**src/rtl/serial_adder.sv**
```systemverilog
// Bit-serial LSB-first adder: one full-add step per clock through a single
// carry register, with a start/ready/busy/done handshake.
module serial_adder #(
  parameter int unsigned WIDTH = 8
) (
  input  logic             clk,
  input  logic             rst_n,
  input  logic             start,
  input  logic [WIDTH-1:0] a,
  input  logic [WIDTH-1:0] b,
  output logic             ready,
  output logic             busy,
  output logic             done,
  output logic [WIDTH-1:0] sum,
  output logic             cout
);

  localparam int unsigned KW = (WIDTH > 1) ? $clog2(WIDTH) : 1;

  typedef enum logic [1:0] {
    S_IDLE = 2'd0,
    S_RUN  = 2'd1,
    S_DONE = 2'd2
  } state_t;

  state_t           state;
  logic [WIDTH-1:0] sa;
  logic [WIDTH-1:0] sb;
  logic [WIDTH-1:0] ps;
  logic             c;
  logic [KW-1:0]    k;

  logic             bit_s;
  logic             carry_nxt;
  logic [WIDTH-1:0] ps_nxt;

  // One-bit add cell: two half-adders plus OR for the carry.
  always_comb begin
    bit_s     = sa[0] ^ sb[0] ^ c;
    carry_nxt = (sa[0] & sb[0]) | (c & (sa[0] ^ sb[0]));
    ps_nxt    = ps >> 1;
    ps_nxt[WIDTH-1] = bit_s;
  end

  always_ff @(posedge clk or negedge rst_n) begin
    if (!rst_n) begin
      state <= S_IDLE;
      sa    <= '0;
      sb    <= '0;
      ps    <= '0;
      c     <= 1'b0;
      k     <= '0;
      ready <= 1'b1;
      busy  <= 1'b0;
      done  <= 1'b0;
      sum   <= '0;
      cout  <= 1'b0;
    end else begin
      case (state)
        S_IDLE: begin
          if (start) begin
            sa    <= a;
            sb    <= b;
            ps    <= '0;
            c     <= 1'b0;
            k     <= '0;
            state <= S_RUN;
            ready <= 1'b0;
            busy  <= 1'b1;
          end
        end
        S_RUN: begin
          c  <= carry_nxt;
          ps <= ps_nxt;
          sa <= sa >> 1;
          sb <= sb >> 1;
          k  <= k + KW'(1);
          // Final bit: publish the result on the same edge that leaves RUN.
          if (k == KW'(WIDTH - 1)) begin
            state <= S_DONE;
            sum   <= ps_nxt;
            cout  <= carry_nxt;
            busy  <= 1'b0;
            done  <= 1'b1;
          end
        end
        S_DONE: begin
          state <= S_IDLE;
          done  <= 1'b0;
          ready <= 1'b1;
        end
        default: begin
          state <= S_IDLE;
          ready <= 1'b1;
          busy  <= 1'b0;
          done  <= 1'b0;
        end
      endcase
    end
  end

endmodule
```
**config.mk**
```make
export PLATFORM = sky130hd
export DESIGN_NAME = serial_adder
export DESIGN_NICKNAME = d
export VERILOG_FILES = /design/src/rtl/serial_adder.sv
export SDC_FILE = /design/constraint.sdc
export NUM_CORES = 1
export LEC_CHECK = 0
export CORE_MARGIN = 8
export CORE_UTILIZATION = 46
export DETAILED_ROUTE_END_ITERATION = 8
export MAX_ROUTING_LAYER = met4
export PLACE_DENSITY = 0.7
export REMOVE_ABC_BUFFERS = 1
export SYNTH_ARGS = -nofsm -noshare
export SYNTH_HDL_FRONTEND = slang
export SYNTH_SLANG_ARGS = --single-unit
```
**constraint.sdc**
```tcl
create_clock -name clk -period 1.45 [get_ports clk]
set_input_delay 0.145 -clock clk [delete_from_list [all_inputs] [get_ports clk]]
set_output_delay 0.145 -clock clk [all_outputs]
set_load 0.005 [all_outputs]
```
==> impl_metrics.csv <==
group,metric,value,unit
run_status,status,"finished, final reports clean",
worst_setup_path,cp-start-kind,"register",
logic_synthesis,synthTopCellsByCount,"40 x dfrtp_1, 26 x o22ai_1, 15 x a21oi_1",
place,place.gp.congestion,0.753,
die,die_h,77.3,µm
logic_synthesis,mappedNetlistArea,1730,µm²
logic_synthesis,yosysTopAreaCellShare,57.9,%
final_layout,drive_gt1_share,19.7,%
sta,max_clock_freq,713,MHz
clock_tree,clockBufferDepth,2,
logic_synthesis,synth.most_common_cell,"dfrtp_1",
logic_synthesis,yosysTopAreaCell,"dfrtp_1",
global_route,antenna_found_initial,0,
detailed_routing,vias_per_cell,5.61,
pwr,power.density,2110,nW/µm²
clock_tree,clk_pin_slew,70,ps
clock_tree,clk_latency,290,ps
clock_tree,htree_levels,2,
global_route,grt_usage,13.2,%
die,rows,22,
die,dieWidth,77.3,µm
sta,rsz0062_at_grt,"no",
worst_setup_path,crit_fanout,5,
final_layout,syn2layout_area_growth,29.7,%
detailed_routing,wl_per_cell,15.9,µm
logic_synthesis,synth_ff_type,"dfrtp_1",
place,hpwl,2510,µm
hold_path,hold_class,"in -> async",
final_layout,n_fill_cell,301,
worst_setup_path,worstSetupEndpointType,"register",
logic_synthesis,ys_warn_count,0,
logic_synthesis,syn_inst,144,
place,numPortBuffers,30,
global_route,grt_pass1_vias,1374,
global_route,grt-ovfl-total,0,
die,coreArea,3630,µm²
logic_synthesis,syn_avg_cell_area,12.0,µm²
sta,period_minus_slack,1400,ps
logic_synthesis,synthTopCellsByArea,"dfrtp_1 58%, o22ai_1 9.4%, mux2_2 5.9%, a22o_1 5.1%, a21oi_1 4.3%",
clock_tree,cts_root_buffer,"clkbuf_8",
clock_tree,cts_tree,"yes",
global_route,grt_max_degree,24,
worst_setup_path,cp.arrival,1580,ps
detailed_routing,ant_nets,0,
die,initial_core_util,47.6,%
sta,worst_pin_slew,464,ps
clock_tree,postCtsSetupBuffers,0,
final_layout,finalNetCount,204,
logic_synthesis,async_flop_share,100,%
logic_synthesis,yosys_register_bits,41,
sta,finClkSkew,1.30,ps
detailed_routing,drt_iter0_drc,86,
detailed_routing,num_vias,1297,
logic_synthesis,synth_edf_count,0,
logic_synthesis,ys_types,24,
place,place_area,2100,µm²
pwr,irDropWorstVdd,0.00112,V
pwr,leakagePower,0.979,nW
final_layout,n_antenna_cell,0,
final_layout,final_area,2240,µm²
die,pin_count,31,
clock_tree,cts_sinks,41,
clock_tree,cts_buffers,5,
sta,maxSlewHeadroom,69.1,%
die,die_area,5980,µm²
sta,slew_violations,0,
detailed_routing,drc,0,
logic_synthesis,synth_seq_area_share,59.4,%
detailed_routing,totalWireLength,3660,µm
sta,post-route-period-util,96.7,%
detailed_routing,dr.pass1.iters,4,
worst_setup_path,crit_type,"reg -> reg",
flow_run,drv_cap,0,
worst_setup_path,cp.required,1630,ps
sta,setup_viol,0,
global_route,grt_first_pass_wirelength,6340,µm
sta,hold_viol,0,
pwr,power.total,0.00473,W
==> per-layer routing <==
layer	up-vias	wire (µm)	track usage, %
li1	611	-	-
met1	633	1590	14.5
met2	50	1730	21.2
met3	3	312	5.71
met4	0	32	3.77
met5	-	0	-
==> report_power, final <==
part / switching (W) / total (W) / internal (W)
combinational: 0.000767 / 0.00175 / 0.000983
sequential: 0.000381 / 0.00206 / 0.00168
clock: 0.000360 / 0.000920 / 0.000561
total: 0.00151 / 0.00473 / 0.00322
==> state kept, by name (all words and copies together), names as in the netlist <==
signal and flops:
k 3, busy 1, ready 1, cout 1, done 1, state 2, sum 8, ps 7
c 1, sb 8, sa 8
==> layout make-up <==
cell class                 instances  area, µm²  share of cell area (%)
tap                               48       60.1                    2.68
timing repair buffer              40        384                    17.1
sequential                        41       1030                    45.8
inverter                           5       18.8                   0.837
multi-input combinational         89        637                    28.4
clock buffer                       7       86.3                    3.85
clock inverter                     1       30.0                    1.34
==> per-stage QoR <==
| step | TNS, ps | hold slack (ps) | util (%) | std cells | setup WS [ps] |
|---|---|---|---|---|---|
| 2_1_floorplan | -1940 | -151 | - | 134 | -216 |
| 3_3_place_gp | -11.0 | 111 | 57.9 | 221 | -1.84 |
| 3_5_place_dp | -292 | 122 | 57.9 | 221 | -44.2 |
| 4_1_cts | 0 | 345 | 61.4 | 230 | 4.44 |
| 5_1_grt | 0 | 377 | 61.7 | 231 | 14.3 |
| 6_report | 0 | 339 | 61.7 | 231 | 47.9 |
==> cells by family after synthesis <==
logic type               count (synthesis)  share of synthesized area (%)
AND/OR/NAND/NOR                         15                           5.14
adder cells (fa/ha/maj)                  3                           2.60
flip-flops                              41                           59.4
buffers and inverters                   15                           4.70
AO/OA/AOI/OAI                           61                           22.3
multiplexers                             9                           5.86
==> worst paths after layout <==
| check | cells after the start | start | slack [ps] | end |
|---|---|---|---|---|
| setup / recovery | 4 | k[0]$_DFFE_PN0P_ | 50 | sum[0]$_DFFE_PN0P_ |
| hold / removal | 2 | rst_n | 340 | sb[5]$_DFFE_PN0P_ |
| setup reg to reg | 4 | k[0]$_DFFE_PN0P_ | 50 | sum[0]$_DFFE_PN0P_ |
| hold reg to reg | 2 | ready$_DFFE_PN1P_ | 490 | ready$_DFFE_PN1P_ |
| max in group asynchronous | 3 | rst_n | 560 | ready$_DFFE_PN1P_ |
| min in group clk | 3 | b[7] | 410 | sb[7]$_DFFE_PN0P_ |
==> placed cells by master, fill, tap and decap left out, types with 3 or more instances in the layout <==
cell type         n
dfrtp_1          40
clkdlybuf4s50_1  28
o22ai_1          26
a21oi_1          15
a22o_1           10
mux2_2            9
buf_4             8
o21ai_0           7
nand2_1           6
clkbuf_8          6
inv_1             5
nor2_1            3
==> critical path, stage by stage (launching register included) <==
cell and delay, ps:
dfrtp_1 400, ha_1 210, ha_2 200, nand2_2 130, mux2_2 350
==> what timing repair did <==
item,CTS,global route
setup endpoints to repair,10,9
gates resized for setup,2,2
hold buffers,1,0
hold endpoints to repair,18,0
cloned,0,1
Power figures use the tool's default switching activity.
